## src/rtl/ssd_pkg.sv

```systemverilog
`default_nettype none
// ============================================================================
// Module : ssd_pkg
// Brief  : Shared glyph codes and segment types for the seven-segment driver.
// Rev    : 1.0  initial release
// ============================================================================
package ssd_pkg;

  typedef logic [6:0] seg_t;  // {a,b,c,d,e,f,g}, active-low

  localparam seg_t        SEG_OFF     = 7'h7F;
  localparam logic [4:0]  GLYPH_BLANK = 5'h10;
  localparam logic [4:0]  GLYPH_L     = 5'h11;
  localparam logic [4:0]  GLYPH_R     = 5'h12;
  localparam logic [4:0]  GLYPH_DASH  = 5'h13;
  localparam logic [4:0]  GLYPH_P     = 5'h14;

  localparam int          IDX_W       = 3;

endpackage
`default_nettype wire

```

## src/rtl/ssd_scan_driver_if.sv

```systemverilog
`default_nettype none
// ============================================================================
// Module : ssd_scan_driver_if
// Brief  : Game-logic side glyph bus and board-facing scan outputs.
// Rev    : 1.0  initial release
// ============================================================================
interface ssd_scan_driver_if
  import ssd_pkg::*;
#(
  parameter int NUM_DIGITS = 8
) ();

  logic [5*NUM_DIGITS-1:0] glyph_in;
  logic [NUM_DIGITS-1:0]   dp_in;
  logic [NUM_DIGITS-1:0]   digit_en;
  logic [NUM_DIGITS-1:0]   blink_en;
  logic [3:0]              brightness;
  logic                    load;
  logic [NUM_DIGITS-1:0]   An;
  logic [7:0]              Cathodes;
  logic [IDX_W-1:0]        scan_idx;
  logic                    frame_tick;

  modport master (
    output glyph_in, dp_in, digit_en, blink_en, brightness, load,
    input  An, Cathodes, scan_idx, frame_tick
  );

  modport slave (
    input  glyph_in, dp_in, digit_en, blink_en, brightness, load,
    output An, Cathodes, scan_idx, frame_tick
  );

endinterface
`default_nettype wire

```

## src/rtl/ssd_glyph_decoder.sv

```systemverilog
`default_nettype none
// ============================================================================
// Module : ssd_glyph_decoder
// Brief  : 5-bit glyph code to active-low {a..g} segment pattern.
// Rev    : 1.0  initial release
// ============================================================================
module ssd_glyph_decoder
  import ssd_pkg::*;
(
  input  wire logic [4:0] i_glyph,
  output seg_t            o_seg
);

  always_comb begin
    o_seg = SEG_OFF;
    case (i_glyph)
      5'h00:      o_seg = 7'b0000001;
      5'h01:      o_seg = 7'b1001111;
      5'h02:      o_seg = 7'b0010010;
      5'h03:      o_seg = 7'b0000110;
      5'h04:      o_seg = 7'b1001100;
      5'h05:      o_seg = 7'b0100100;
      5'h06:      o_seg = 7'b0100000;
      5'h07:      o_seg = 7'b0001111;
      5'h08:      o_seg = 7'b0000000;
      5'h09:      o_seg = 7'b0000100;
      5'h0A:      o_seg = 7'b0001000;
      5'h0B:      o_seg = 7'b1100000;
      5'h0C:      o_seg = 7'b0110001;
      5'h0D:      o_seg = 7'b1000010;
      5'h0E:      o_seg = 7'b0110000;
      5'h0F:      o_seg = 7'b0111000;
      GLYPH_L:    o_seg = 7'b1110001;
      GLYPH_R:    o_seg = 7'b1111010;
      GLYPH_DASH: o_seg = 7'b1111110;
      GLYPH_P:    o_seg = 7'b0011000;
      default:    o_seg = SEG_OFF;
    endcase
  end

endmodule
`default_nettype wire

```

## src/rtl/ssd_scan_driver.sv

```systemverilog
`default_nettype none
// ============================================================================
// Module : ssd_scan_driver
// Brief  : N-digit double-buffered seven-segment scanner with PWM and blink.
// Rev    : 1.0  initial release
// ============================================================================
module ssd_scan_driver
  import ssd_pkg::*;
#(
  parameter int NUM_DIGITS     = 8,
  parameter int SCAN_DIV_BITS  = 17,
  parameter int BLANK_CYCLES   = 4,
  parameter int BLINK_DIV_BITS = 25
) (
  input  wire logic        ClkPort,
  input  wire logic        Reset_n,
  ssd_scan_driver_if.slave bus
);

  typedef struct packed {
    logic [5*NUM_DIGITS-1:0] glyph;
    logic [NUM_DIGITS-1:0]   dp;
    logic [NUM_DIGITS-1:0]   en;
    logic [NUM_DIGITS-1:0]   blink;
    logic [3:0]              bright;
  } disp_set_t;

  localparam disp_set_t c_set_reset = '{
    glyph:  {NUM_DIGITS{GLYPH_BLANK}},
    dp:     '0,
    en:     '0,
    blink:  '0,
    bright: '0
  };
  localparam logic [SCAN_DIV_BITS-1:0] c_dwell_max = '1;
  localparam logic [IDX_W-1:0]         c_last_idx  = IDX_W'(NUM_DIGITS - 1);

  logic [SCAN_DIV_BITS-1:0]  r_dwell_cnt;
  logic [IDX_W-1:0]          r_cnt_idx;
  logic [BLINK_DIV_BITS-1:0] r_blink_cnt;
  logic                      r_blink_phase;
  disp_set_t                 r_active;
  disp_set_t                 r_pending;
  logic                      r_pending_valid;
  logic [NUM_DIGITS-1:0]     r_an;
  logic [7:0]                r_cathodes;
  logic [IDX_W-1:0]          r_scan_idx;
  logic                      r_frame_tick;

  logic                      w_dwell_wrap;
  logic                      w_frame_edge;
  logic                      w_guard_ok;
  logic                      w_pwm_on;
  logic [NUM_DIGITS-1:0]     w_an;
  logic                      w_any_lit;
  logic [4:0]                w_sel_glyph;
  logic                      w_sel_dp;
  seg_t                      w_seg;
  disp_set_t                 w_load_set;

  assign w_dwell_wrap = (r_dwell_cnt == c_dwell_max);
  assign w_frame_edge = w_dwell_wrap && (r_cnt_idx == c_last_idx);
  assign w_guard_ok   = (r_dwell_cnt >= SCAN_DIV_BITS'(BLANK_CYCLES));
  // PWM compares against the top nibble so duty is in 1/16ths of a dwell
  assign w_pwm_on     = (r_active.bright > r_dwell_cnt[SCAN_DIV_BITS-1 -: 4]);
  assign w_any_lit    = ~&w_an;

  assign w_load_set = '{
    glyph:  bus.glyph_in,
    dp:     bus.dp_in,
    en:     bus.digit_en,
    blink:  bus.blink_en,
    bright: bus.brightness
  };

  always_comb begin
    w_an        = '1;
    w_sel_glyph = GLYPH_BLANK;
    w_sel_dp    = 1'b0;
    for (int i = 0; i < NUM_DIGITS; i++) begin
      if (r_cnt_idx == IDX_W'(i)) begin
        w_sel_glyph = r_active.glyph[5*i +: 5];
        w_sel_dp    = r_active.dp[i];
        w_an[i]     = ~(r_active.en[i] & w_guard_ok & w_pwm_on &
                        ~(r_active.blink[i] & r_blink_phase));
      end
    end
  end

  ssd_glyph_decoder u_decoder (
    .i_glyph (w_sel_glyph),
    .o_seg   (w_seg)
  );

  always_ff @(posedge ClkPort or negedge Reset_n) begin
    if (!Reset_n) begin
      r_dwell_cnt   <= '0;
      r_cnt_idx     <= '0;
      r_blink_cnt   <= '0;
      r_blink_phase <= 1'b0;
    end else begin
      r_dwell_cnt <= r_dwell_cnt + SCAN_DIV_BITS'(1);
      if (w_dwell_wrap) begin
        r_cnt_idx <= (r_cnt_idx == c_last_idx) ? '0 : r_cnt_idx + IDX_W'(1);
      end
      r_blink_cnt <= r_blink_cnt + BLINK_DIV_BITS'(1);
      if (&r_blink_cnt) begin
        r_blink_phase <= ~r_blink_phase;
      end
    end
  end

  // A load coincident with a frame edge still promotes the older pending set
  always_ff @(posedge ClkPort or negedge Reset_n) begin
    if (!Reset_n) begin
      r_active        <= c_set_reset;
      r_pending       <= c_set_reset;
      r_pending_valid <= 1'b0;
    end else begin
      if (w_frame_edge && r_pending_valid) begin
        r_active <= r_pending;
      end
      if (bus.load) begin
        r_pending       <= w_load_set;
        r_pending_valid <= 1'b1;
      end else if (w_frame_edge) begin
        r_pending_valid <= 1'b0;
      end
    end
  end

  always_ff @(posedge ClkPort or negedge Reset_n) begin
    if (!Reset_n) begin
      r_an         <= '1;
      r_cathodes   <= 8'hFF;
      r_scan_idx   <= '0;
      r_frame_tick <= 1'b0;
    end else begin
      r_an         <= w_an;
      r_cathodes   <= w_any_lit ? {w_seg, ~w_sel_dp} : 8'hFF;
      r_scan_idx   <= r_cnt_idx;
      r_frame_tick <= w_frame_edge;
    end
  end

  assign bus.An         = r_an;
  assign bus.Cathodes   = r_cathodes;
  assign bus.scan_idx   = r_scan_idx;
  assign bus.frame_tick = r_frame_tick;

endmodule
`default_nettype wire
```

## src/flat_wrapper.sv

```systemverilog
// flat-port wrapper written by rule: the top's interface ports become plain ports
module ssd_scan_driver_flat import ssd_pkg::*;
#(
  parameter int NUM_DIGITS     = 8,
  parameter int SCAN_DIV_BITS  = 17,
  parameter int BLANK_CYCLES   = 4,
  parameter int BLINK_DIV_BITS = 25
)
  (ClkPort, Reset_n, bus_glyph_in, bus_dp_in, bus_digit_en, bus_blink_en, bus_brightness, bus_load, bus_An, bus_Cathodes, bus_scan_idx, bus_frame_tick);
  ssd_scan_driver_if #(.NUM_DIGITS(NUM_DIGITS)) bus_i ();
  input  wire logic ClkPort;
  input  wire logic Reset_n;
  input wire logic [$bits(bus_i.glyph_in)-1:0] bus_glyph_in;
  input wire logic [$bits(bus_i.dp_in)-1:0] bus_dp_in;
  input wire logic [$bits(bus_i.digit_en)-1:0] bus_digit_en;
  input wire logic [$bits(bus_i.blink_en)-1:0] bus_blink_en;
  input wire logic [$bits(bus_i.brightness)-1:0] bus_brightness;
  input wire logic [$bits(bus_i.load)-1:0] bus_load;
  output wire logic [$bits(bus_i.An)-1:0] bus_An;
  output wire logic [$bits(bus_i.Cathodes)-1:0] bus_Cathodes;
  output wire logic [$bits(bus_i.scan_idx)-1:0] bus_scan_idx;
  output wire logic [$bits(bus_i.frame_tick)-1:0] bus_frame_tick;
  assign bus_i.glyph_in = bus_glyph_in;
  assign bus_i.dp_in = bus_dp_in;
  assign bus_i.digit_en = bus_digit_en;
  assign bus_i.blink_en = bus_blink_en;
  assign bus_i.brightness = bus_brightness;
  assign bus_i.load = bus_load;
  assign bus_An = bus_i.An;
  assign bus_Cathodes = bus_i.Cathodes;
  assign bus_scan_idx = bus_i.scan_idx;
  assign bus_frame_tick = bus_i.frame_tick;
  ssd_scan_driver #(.NUM_DIGITS(NUM_DIGITS), .SCAN_DIV_BITS(SCAN_DIV_BITS), .BLANK_CYCLES(BLANK_CYCLES), .BLINK_DIV_BITS(BLINK_DIV_BITS)) u_core (.ClkPort(ClkPort), .Reset_n(Reset_n), .bus(bus_i));
endmodule
```

## config.mk

```make
export PLATFORM = sky130hd
export DESIGN_NAME = ssd_scan_driver_flat
export DESIGN_NICKNAME = d
export VERILOG_FILES = /design/src/rtl/ssd_pkg.sv /design/src/rtl/ssd_scan_driver_if.sv /design/src/rtl/ssd_glyph_decoder.sv /design/src/rtl/ssd_scan_driver.sv /design/src/flat_wrapper.sv
export SDC_FILE = /design/constraint.sdc
export NUM_CORES = 1
export LEC_CHECK = 0
export CAP_MARGIN = 20
export CORE_AREA = 4 4 203 106
export CTS_BUF_LIST = sky130_fd_sc_hd__clkbuf_8
export DETAILED_ROUTE_END_ITERATION = 10
export DIE_AREA = 0 0 207 110
export GPL_TIMING_DRIVEN = 0
export PLACE_DENSITY_LB_ADDON = 0.25
export SLEW_MARGIN = 10
export SYNTH_ARGS = -nofsm -noshare
export SYNTH_HDL_FRONTEND = slang
export SYNTH_SLANG_ARGS = --single-unit
```

## constraint.sdc

```tcl
create_clock -name ClkPort -period 2.5 [get_ports ClkPort]
set_input_delay 0.5 -clock ClkPort [delete_from_list [all_inputs] [get_ports ClkPort]]
set_output_delay 0.5 -clock ClkPort [all_outputs]
set_load 0.005 [all_outputs]
```

# After elaboration in Yosys (flattened, before gate mapping)
# Memory sizes are Yosys's and may differ from the RTL's.
# Cells that the tools add are included.
# classes
n_reduce_logical	6
mux	28
eq_ne	8
n_bitwise	50
add_sub_neg	3
magnitude_cmp	2
# ops
cell	n
5-bit 2-to-1 mux	8
1-bit AND	32
25-bit by 1-bit adder with 25-bit output (second input constant)	1
25-bit AND reduction	1
1-bit 2-to-1 mux	18
1-bit NOT	18
17-bit by 1-bit adder with 17-bit output (second input constant)	1
17-bit == test (second input constant)	1
17-bit by 3-bit >= comparator with 1-bit output (second input constant)	1
3-bit == test (second input constant)	4
8-bit 2-to-1 mux	1
8-bit AND reduction	1
3-bit by 2-bit == test with 1-bit output (second input constant)	2
4-bit greater-than comparator	1
3-bit by 1-bit adder with 3-bit output (second input constant)	1
3-bit by 1-bit == test with 1-bit output (second input constant)	1
3-bit logical NOT	1
3-bit 2-to-1 mux	1
1-bit logical AND	2
2-bit nonzero test	1
# totals
output_inout_bits	20
n_memories	1
inputBits	71
wordCells	117
ff_bits	203
rom_bits	224
# memory_table
memory	depth	word_bits	rd	rd_ports_with_merged_regs	wr	line_no	rtl
(name not given)	32	7	1	0	0	ssd_glyph_decoder.sv:16	case (i_glyph)

# Longest topological paths before layout
# Gate-level depths: netlist of the first run.
# depth
ltp_word	11
ltp_mapped	14
depth_no_buf	12

# By module
# A second synthesis of the first run with hierarchy kept.
# unflattened
cells_unflattened	695
hier_area_um2	9048.7
# modules_own_cells
module	seq_area_each_um2	area_per_inst_um2	cells_per_inst	n_inst
ssd_scan_driver	5119.9	8679.6	641	1
ssd_glyph_decoder	0.0	369.1	54	1

# Worst setup path before layout of the first run
# OpenSTA, ideal clock, no wires.
# synth_timing
kind	register to register
start	reg u_core.r_cnt_idx[0]
end	reg u_core.r_cathodes[7] (netlist: u_core.bus.Cathodes[7])
synth_period_minus_slack_ps	2631
setup_ps	83
t_arrival_ps	2547
slack_ps	-131
path_buffers	2
stages_incl_launch_ff	13
t_required_ps	2417
cell_sequence	dfrtp_1 -> inv_1 -> ha_1 -> buf_2 -> buf_2 -> a211oi_1 -> a21oi_1 -> o41ai_4 -> inv_1 -> ha_1 -> mux2i_1 -> mux2i_1 -> o32a_1
# synth_between
elab_chain_len	11
elab_cells_between_ends	27
cone_classes	7 x eq/ne; 17 x mux; 2 x reduce/logical; 1 x memory
# synth_rtl
item	line_no	rtl
start: declaration	ssd_scan_driver.sv:39	logic [IDX_W-1:0] r_cnt_idx;
start signal: assignment	ssd_scan_driver.sv:104	r_cnt_idx <= (r_cnt_idx == c_last_idx) ? '0 : r_cnt_idx + IDX_W'(1);
3-bit logical NOT	ssd_scan_driver.sv:81	if (r_cnt_idx == IDX_W'(i)) begin
5-bit 2-to-1 mux (8 in a row)	ssd_scan_driver.sv:81	
memory 32 x 7 bit	--	
8-bit 2-to-1 mux *	ssd_scan_driver.sv:140	r_cathodes <= w_any_lit ? {w_seg, ~w_sel_dp} : 8'hFF;
end signal: assignment	ssd_scan_driver.sv:140	
end: declaration	ssd_scan_driver.sv:46	logic [7:0] r_cathodes;
# Every way passes the cells marked *; elsewhere a longest branch is shown, timed or not.
# A chain may end at the register's enable or synchronous reset.

# Worst setup path in the final report of the first run
# Same ends and word-level chain as after synthesis.

==> results of run 1 <==
[layout by cell type (no fill, tap or decap), drive strengths merged, types with 2 or more instances in the layout]
cell,count
clkbuf,55
ha,17
or3,2
clkinvlp,2
o32a,2
a211oi,7
buf,55
nor2,20
dfrtp,171
dfstp,32
and3,9
a2bb2oi,3
a221oi,6
a211o,2
clkinv,3
nand2,45
xor2,7
o221ai,2
a2111oi,2
xnor2,31
or2,2
mux2,136
nor3,5
o21ai,16
and2,3
inv,33
o211ai,5
o2111ai,2
a21oi,16
mux2i,3
a21o,2
o21a,2
nand3,27
clkdlybuf4s50,88
nand4,14
nor4,4
nor2b,8
[path summary, 6_finish.rpt]
check | start | to | slack, ps | depth (start not counted)
worst min-delay path | u_core.r_blink_cnt[20] | u_core.r_blink_cnt[20] | 470 | 1
worst max register to register | u_core.r_cnt_idx[0] | u_core.bus.Cathodes[7] | -170 | 10
max in group asynchronous | Reset_n | u_core.bus.Cathodes[1] | 970 | 3
worst max-delay path | u_core.r_cnt_idx[0] | u_core.bus.Cathodes[7] | -170 | 10
min in group asynchronous | Reset_n | u_core.r_dwell_cnt[1] | 540 | 2
worst min register to register | u_core.r_blink_cnt[20] | u_core.r_blink_cnt[20] | 470 | 1
[layout make-up]
cell class	instances	area share
Clock buffer	39	0.04671
Inverter	24	0.009146
Timing Repair Buffer	130	0.1136
Multi-Input combinational cell	416	0.3283
Clock inverter	15	0.008058
Tap cell	266	0.02896
Sequential cell	203	0.4458
Buffer	30	0.01949
[worst max-delay path, cell delays in order, from the launching register on]
cell,delay [ps]
dfrtp_2,470
ha_4,200
ha_1,260
inv_2,210
o21ai_1,190
a2111oi_4,270
or2_1,170
buf_4,170
mux2i_2,240
mux2i_1,100
o32a_1,300
[per-layer routing]
| metal | share of wire | routed length (µm) | track usage |
|---|---|---|---|
| met3 | 0.047 | 930 | 0.04128 |
| met1 | 0.44 | 8806 | 0.2188 |
| met4 | 0.024 | 478 | 0.05328 |
| met2 | 0.49 | 9708 | 0.2859 |
| met5 | 0.00065 | 13 | 0 |
[cells in the mapped netlist, drive strengths merged (2+ instances only)]
library cell / number / area, µm²
o221ai: 2 / 23.77
inv: 24 / 90.09
clkbuf: 9 / 33.78
a211o: 2 / 17.52
xnor2: 31 / 271.5
dfrtp: 171 / 4279
nor2b: 8 / 57.55
o211ai: 5 / 37.54
dfstp: 32 / 840.8
a211oi: 7 / 52.55
o21a: 2 / 15.01
nor2: 20 / 75.07
a221oi: 6 / 71.32
a2111oi: 2 / 37.54
a21oi: 16 / 80.08
a21o: 2 / 15.01
and3: 9 / 56.30
a2bb2oi: 3 / 32.53
nand4: 14 / 87.58
o21ai: 16 / 80.07
mux2i: 3 / 30.03
buf: 22 / 108.9
nor4: 4 / 25.02
and2: 3 / 18.77
nand2: 45 / 168.9
or2: 2 / 12.51
o32a: 2 / 20.02
nor3: 5 / 25.02
or3: 2 / 12.51
ha: 17 / 212.7
xor2: 7 / 61.31
nand3: 27 / 135.1
o2111ai: 2 / 17.52
mux2: 136 / 1531
[where the power goes]
group	internal [mW]	switching, mW	leakage [nW]
Clock	1.49	1.25	0.356
Sequential	3.41	0.0620	2.55
Combinational	0.200	0.132	2.12
[stage by stage]
step	instances	hold slack (ps)	setup TNS, ps	utilization
after floorplan	674	204.4	-24.07	-
after global routing	1123	486.5	-1363	0.5905
final	1123	467.4	-490.5	0.5905
after global placement	1029	434.8	-1423140	0.5160
after CTS	1099	468.1	-213.1	0.5692
after detailed placement	1030	429.3	-30120	0.5177
[sequential cells by signal, summed over array words and instances, names as in the netlist]
name,cells
u_core.r_pending_valid,1
u_core.r_dwell_cnt,17
u_core.r_active,68
u_core.bus.frame_tick,1
u_core.r_pending,68
u_core.r_cnt_idx,3
u_core.r_blink_phase,1
u_core.bus.scan_idx,3
u_core.r_blink_cnt,25
u_core.bus.Cathodes,8
u_core.bus.An,8
[kinds of logic (layout without fill, tap and decap cells)]
| kind of cell | count (synthesis) | in the layout | synth area share |
|---|---|---|---|
| buf+inv | 55 | 238 | 0.02647 |
| compound gates | 78 | 78 | 0.07017 |
| mux | 139 | 139 | 0.1776 |
| simple gates | 144 | 144 | 0.08127 |
| xor+xnor | 38 | 38 | 0.03786 |
| flops | 203 | 203 | 0.5824 |
| fa+ha+maj | 17 | 17 | 0.02420 |
[repair_timing]
item | 4_1_cts | 5_1_grt
endpoints found under the hold margin | 82 | 0
gates cloned | 0 | 2
hold buffers | 1 | 0
buffers inserted | 15 | 23
setup endpoints to repair | 75 | 57
gates resized for setup | 57 | 45
pin swaps | 10 | 16
==> impl_results.md, run 1 <==
* Max-cap check violation count at 0
* Syn_area_per_cell at 13.04 µm²
* Post-route cell area at 11,490 µm²
* Post-place setup slack at -571.1 ps
* RSZ-0062 raised after global routing: yes
* Cells after synthesis at 674
* Final GP Congestion at 0.7991
* Root Buffer: clkbuf_8
* Status: complete, but fails checks
* Slew Limit Fails at 0
* Core area at 19,460 µm²
* Seq/Total Area, Yosys at 0.5824
* Vias in the first global route at 6,182
* Synthesis Warnings at 0
* DR vias at 5,865
* Die X at 207 µm
* Slew @ Worst Pin at 686.9 ps
* Critical path type: flip-flop to flip-flop
* H-tree levels at 1
* Crit end category: flip-flop
* P per Cell Area at 569.3 nW/µm²
* Power Total at 6.542 mW
* Final net count at 922
* Clk_lat worst skew at 550 ps
* Clk slew on worst S/H paths at 60 ps
* Seq cells post-synth at 203
* Ports at 91
* Fillcell total at 1,570
* Commonest register cell after synthesis: dfrtp_1
* WP data required at 2970 ps
* Final HPWL from detailed placement at 12,970 µm
* Tot GR Track Use at 0.1688
* CP arrival at 3140 ps
* Register area at 5122 µm²
* Initial antenna violation count at 1
* Die Y at 110 µm
* Cell Area, Synth at 8791 µm²
* Post-synth ARST share at 1.000
* Multi-input logic area at 3772 µm²
* Post-synth EDFFs at 0
* Total die area at 22,770 µm²
* Worst VDD drop at 0.2965 mV
* Final Hold Vio Count at 0
* Placed Instance Area at 10,070 µm²
* Clock Sinks at 203
* Relative slew slack at 0.5420
* Leakage at 5.025 nW
* Fmax at 0.3745 GHz
* Largest net degree at the start of global routing at 113
* First-pass GRT wire length at 31,350 µm
* HP Class: flip-flop to flip-flop
* Starting Density at 0.4518
* Final setup viols at 6
* CTS tree: built
* Vias per inst at 5.223
* Layout cells sized above 1 at 0.3874
* Clock Path Buffers at 3
* Startpoint type of the worst setup path: flip-flop
* DR WL/cell at 17.75 µm
* Synth cell types at 58
* Remaining DRCs at 0
* CTS Buf Count at 29
* DRT antenna net count at 0
* Final min period at 2670 ps
* Post-Route WL at 19,940 µm
* Site row count at 36
* Initial DRC count at 361
* Final Skew at 8.414 ps
* Critical path fanouts, max at 8
* Port Buffers at 89
* Grt ovf at 0
* Drt pass-1 iters at 5
* Worst Slack Setup Final at -170.4 ps
* Final worst-path cycle share at 1.068
* Failing checks: setup timing
* N_diodes at 0
* Layout area overhead at 30.71%
* Synthesized net count at 762
(Power assumes the default switching activity.)
==> run 2: changes to the inputs <==
Settings changed: RECOVER_POWER set to 50.
==> impl_results.md, run 2 (same netlist as run 1, synthesis figures left out) <==
* Status: complete, but fails checks
* Failing checks: setup timing
* Initial DRC count at 348 (-3.6%)
* Largest net degree at the start of global routing at 113 (unchanged)
* Slew @ Worst Pin at 1225 ps (+537.9 ps)
* Critical path type: flip-flop to flip-flop
* Slowest cell on the critical path: dfrtp_2
* Crit path top cell by count: ha_4
* Fmax at 0.3756 GHz (+0.29%)
* Register area at 5122 µm² (unchanged)
* First-pass GRT wire length at 31,350 µm (unchanged)
* Drt pass-1 iters at 5 (unchanged)
* Layout cells sized above 1 at 0.3804 (-0.007001)
* CTS Buf Count at 29 (unchanged)
* Max incr delay on CP at 460 ps (about the same)
* WP data required at 2970 ps (about the same)
* Critical path depth in cells at 12 (+2)
* Vias in the first global route at 6,182 (unchanged)
* Core area at 19,460 µm² (unchanged)
* Clk slew on worst S/H paths at 60 ps (about the same)
* Hold Path Stages at 1 (unchanged)
* Commonest non-fill, non-tap cell in the layout: dfrtp_1
* Total die area at 22,770 µm² (unchanged)
* Commonest cells after routing, fill and taps aside: dfrtp_1, mux2_2, clkdlybuf4s50_1, nand2_1, clkbuf_8
* Tot GR Track Use at 0.1688 (unchanged)
* Crit end category: flip-flop
* Final setup viols at 66 (+60)
* Startpoint type of the worst setup path: flip-flop
* Clk_lat worst skew at 550 ps (about the same)
* DR WL/cell at 17.71 µm (-0.26%)
* Worst VDD drop at 0.2960 mV (-0.20%)
* CTS tree: built
* Critical path buffers and inverters at 3 (+1)
* DR vias at 5,883 (+0.31%)
* Final Hold Vio Count at 0 (unchanged)
* Final HPWL from detailed placement at 12,970 µm (unchanged)
* HP Class: flip-flop to flip-flop
* Leakage at 4.999 nW (-0.50%)
* Final worst-path cycle share at 1.065 (-0.003090)
* Fillcell total at 1,581 (+0.70%)
* Final net count at 922 (unchanged)
* H-tree levels at 1 (unchanged)
* Final Skew at 9.780 ps (+1.366 ps)
* CP arrival at 3130 ps (about the same)
* R2R depth at 12 (+2)
* Max-cap check violation count at 0 (unchanged)
* Multi-input logic area at 3732 µm² (-1.1%)
* Biggest regs: u_core.r_active x68, u_core.r_pending x68, u_core.r_blink_cnt x25
* Grt ovf at 0 (unchanged)
* Initial antenna violation count at 1 (unchanged)
* Power Total at 6.536 mW (about the same)
* Family with the most delay on the worst path: compound AO/OA/AOI/OAI gates
* Post-place setup slack at -571.1 ps (unchanged)
* Die X at 207 µm (unchanged)
* Slew Limit Fails at 0 (unchanged)
* Clock Path Buffers at 3 (unchanged)
* Post-Route WL at 19,890 µm (-0.26%)
* Ports at 91 (unchanged)
* Vias per inst at 5.239 (+0.31%)
* Worst Slack Setup Final at -162.7 ps (+7.724 ps)
* Remaining DRCs at 0 (unchanged)
* Crit-path cells: buf_12 -> ha_4 -> and2b_4 -> a221oi_4 -> nor3_2 -> o41ai_4 -> buf_6 -> inv_4 -> ha_4 -> mux2i_2 -> mux2i_1 -> o32a_1
* Clock Sinks at 203 (unchanged)
* Root Buffer: clkbuf_8
* N_diodes at 0 (unchanged)
* DRT antenna net count at 0 (unchanged)
* Setup TNS at -5099 ps (-4608 ps)
* Die Y at 110 µm (unchanged)
* Final GP Congestion at 0.7991 (unchanged)
* RSZ-0062 raised after global routing: yes
* Starting Density at 0.4518 (unchanged)
* Port Buffers at 89 (unchanged)
* Site row count at 36 (unchanged)
* Layout area overhead at 29.99%
* Final min period at 2663 ps (-7.724 ps)
* Relative slew slack at 0.1835 (-0.3586)
* P per Cell Area at 571.9 nW/µm² (+0.46%)
* Critical path fanouts, max at 4 (-4)
-- run 2: cell type report --
class / instances / area share
sequential: 203 / 0.4483
multi-input combinational: 416 / 0.3266
timing repair buffer: 130 / 0.1121
clock buffer: 39 / 0.04697
tap: 266 / 0.02913
buffer: 30 / 0.01960
inverter: 24 / 0.009197
clock inverter: 15 / 0.008102
-- run 2: path summary, 6_finish.rpt --
kind                                                to              startpoint  slack (ps)
worst max-delay path            u_core.bus.Cathodes[7]     u_core.r_cnt_idx[0]        -160
worst min-delay path            u_core.r_blink_cnt[20]  u_core.r_blink_cnt[20]         470
worst max register to register  u_core.bus.Cathodes[7]     u_core.r_cnt_idx[0]        -160
worst min register to register  u_core.r_blink_cnt[20]  u_core.r_blink_cnt[20]         470
max in group asynchronous          u_core.r_cnt_idx[0]                 Reset_n         340
min in group asynchronous        u_core.r_dwell_cnt[1]                 Reset_n         750
-- run 2: per-stage QoR --
stage / area (µm²) / util / cells / hold WS [ps]
after floorplan: 8817 / - / 674 / 204.4
after global placement: 10040 / 0.5160 / 1029 / 434.8
after detailed placement: 10070 / 0.5177 / 1030 / 429.3
after CTS: 11080 / 0.5692 / 1099 / 468.1
after global routing: 11430 / 0.5873 / 1123 / 486.5
final: 11430 / 0.5873 / 1123 / 469.5
-- run 2: timing repair --
item	in CTS	in global routing
endpoints found under the hold margin	82	0
setup buffers	15	23
resized for setup	57	45
pin swaps	10	16
setup endpoints to repair	75	57
hold buffers	1	0
cloned	0	2
-- run 2: power by group --
part / switching [mW] / internal, mW
clock: 1.24 / 1.49
sequential: 0.0622 / 3.41
combinational: 0.130 / 0.197
-- run 2: metal layers --
metal,part of all wire,track usage
met1,0.44,0.2188
met2,0.49,0.2859
met3,0.052,0.04128
met4,0.024,0.05328
met5,0.00060,0
==> run 3: changes to the inputs <==
Settings changed: CORE_AREA 4 4 203 106 to 4 4 193 101, DIE_AREA 0 0 207 110 to 0 0 197 105.
==> impl_results.md, run 3 (same netlist as run 1, synthesis figures left out) <==
* Drt pass-1 iters at 5 (unchanged)
* Status: complete, but fails checks
* Core area at 17,950 µm² (-7.7%)
* Starting Density at 0.4896 (+0.03784)
* Critical path type: flip-flop to flip-flop
* Clk slew on worst S/H paths at 70 ps (about the same)
* Hold path start: u_core.r_active[15]
* Die Y at 105 µm (-4.5%)
* Final worst-path cycle share at 1.089 (+0.02417)
* Commonest non-fill, non-tap cell in the layout: dfrtp_1
* Slew @ Worst Pin at 732.1 ps (-492.7 ps)
* Leakage at 5.021 nW (+0.43%)
* Startpoint type of the worst setup path: flip-flop
* Final setup viols at 7 (-89%)
* Hold Path Stages at 1 (unchanged)
* Power Total at 6.587 mW (+0.78%)
* Commonest cells after routing, fill and taps aside: dfrtp_1, mux2_2, clkdlybuf4s50_1, nand2_1, clkbuf_8
* DRT antenna net count at 0 (unchanged)
* Critical path fanouts, max at 7 (+3)
* Final Skew at 21.34 ps (+11.56 ps)
* CTS tree: built
* CP arrival at 3210 ps (+80 ps)
* Crit end category: flip-flop
* Layout cells sized above 1 at 0.3882 (+0.007839)
* Relative slew slack at 0.5120 (+0.3285)
* First-pass GRT wire length at 34,310 µm (+9.5%)
* Final net count at 915 (-0.76%)
* Reg2reg end: u_core.bus.Cathodes[7]
* Vias in the first global route at 6,246 (+1.0%)
* Post-place setup slack at -620.9 ps (-49.81 ps)
* CTS Buf Count at 29 (unchanged)
* H-tree levels at 1 (unchanged)
* RSZ-0062 raised after global routing: yes
* Placed Instance Area at 10,040 µm² (-0.32%)
* Fillcell total at 1,330 (-16%)
* N_diodes at 0 (unchanged)
* Clock Sinks at 203 (unchanged)
* Largest net degree at the start of global routing at 120 (+6.2%)
* Final HPWL from detailed placement at 14,730 µm (+14%)
* Final GP Congestion at 0.8648 (+8.2%)
* P per Cell Area at 577.6 nW/µm² (+0.99%)
* Remaining DRCs at 0 (unchanged)
* Max-cap check violation count at 0 (unchanged)
* Layout area overhead at 29.72%
* Grt ovf at 0 (unchanged)
* Ports at 91 (unchanged)
* Biggest regs: u_core.r_active x68, u_core.r_pending x68, u_core.r_blink_cnt x25
* Port Buffers at 89 (unchanged)
* WP data required at 2990 ps (+20 ps)
* Post-Route WL at 21,710 µm (+9.2%)
* Site row count at 35 (-2.8%)
* Failing checks: setup timing
* Final min period at 2723 ps (+60.44 ps)
* Root Buffer: clkbuf_8
* Worst Slack Setup Final at -223.1 ps (-60.44 ps)
* Clk_lat worst skew at 560 ps (about the same)
* Total die area at 20,690 µm² (-9.2%)
* Vias per inst at 5.546 (+5.9%)
* Final Hold Vio Count at 0 (unchanged)
* HP Class: flip-flop to flip-flop
* Slew Limit Fails at 0 (unchanged)
* Tot GR Track Use at 0.2072 (+0.03835)
* Initial DRC count at 452 (+30%)
* Clock Path Buffers at 3 (unchanged)
* RR Startpoint: u_core.r_cnt_idx[1]
* DR vias at 6,045 (+2.8%)
* Die X at 197 µm (-4.8%)
* Worst VDD drop at 0.4505 mV (+52%)
* R2R Setup Slk at -220 ps (-60 ps)
* Fmax at 0.3672 GHz (-2.2%)
* Post-route cell area at 11,400 µm² (-0.21%)
* DR WL/cell at 19.91 µm (+12%)
* R2R depth at 9 (-3)
* Final hold slack at 456.6 ps (-12.89 ps)
* Hold endpoint: u_core.bus.An[3]
* Initial antenna violation count at 0 (-1)
## run 3: area by class of cell
cell class / count / area, µm² / area share
tap: 240 / 300.3 / 0.02633
inverter: 24 / 105.1 / 0.009217
buffer: 30 / 232.7 / 0.02041
multi-input combinational: 416 / 3814 / 0.3344
sequential: 203 / 5122 / 0.4492
timing repair buffer: 123 / 1205 / 0.1057
clock buffer: 36 / 495.5 / 0.04345
clock inverter: 18 / 128.9 / 0.01130
## run 3: worst max path at each step
stage | startpoint | endpoint | cells past startpoint
detailed placement | u_core.r_cnt_idx[0] | u_core.bus.Cathodes[7] | 10
finish | u_core.r_cnt_idx[1] | u_core.bus.Cathodes[7] | 9
global placement | Reset_n | u_core.r_pending[56] | 1
floorplan | u_core.r_cnt_idx[0] | u_core.bus.Cathodes[7] | 12
CTS | u_core.r_cnt_idx[1] | u_core.bus.Cathodes[7] | 12
global route | u_core.r_cnt_idx[0] | u_core.bus.Cathodes[2] | 12
## run 3: routing by layer
metal / GRT usage / share of wire
met1: 0.3169 / 0.48
met5: 0 / 0
met3: 0.05670 / 0.069
met2: 0.2968 / 0.43
met4: 0.04105 / 0.016
## run 3: power breakdown
part	switching [mW]	internal, mW
Sequential	0.0679	3.41
Combinational	0.136	0.201
Clock	1.27	1.51
## run 3: critical path, stage by stage, from the launching register on
cell and delay (ps):
dfrtp_2 470, inv_4 110, ha_4 180, and2b_4 220
buf_6 130, a2111oi_4 360, o221ai_4 190, a221o_2 510
mux2i_1 160, o32a_1 320
## run 3: stage by stage
stage | cells | setup TNS [ps] | util
after global placement | 1003 | -1336480 | 0.5574
after CTS | 1073 | -782.8 | 0.6129
after detailed placement | 1004 | -33670 | 0.5592
final | 1090 | -1009 | 0.6351
after global routing | 1090 | -1460 | 0.6351
after floorplan | 674 | -24.07 | -
## run 3: repair_timing
action / 4_1_cts / 5_1_grt
hold buffers: 1 / 0
hold endpoints to repair: 75 / 0
gates cloned: 0 / 0
pin swaps: 14 / 25
setup endpoints to repair: 76 / 58
setup buffers: 15 / 17
resized for setup: 54 / 60
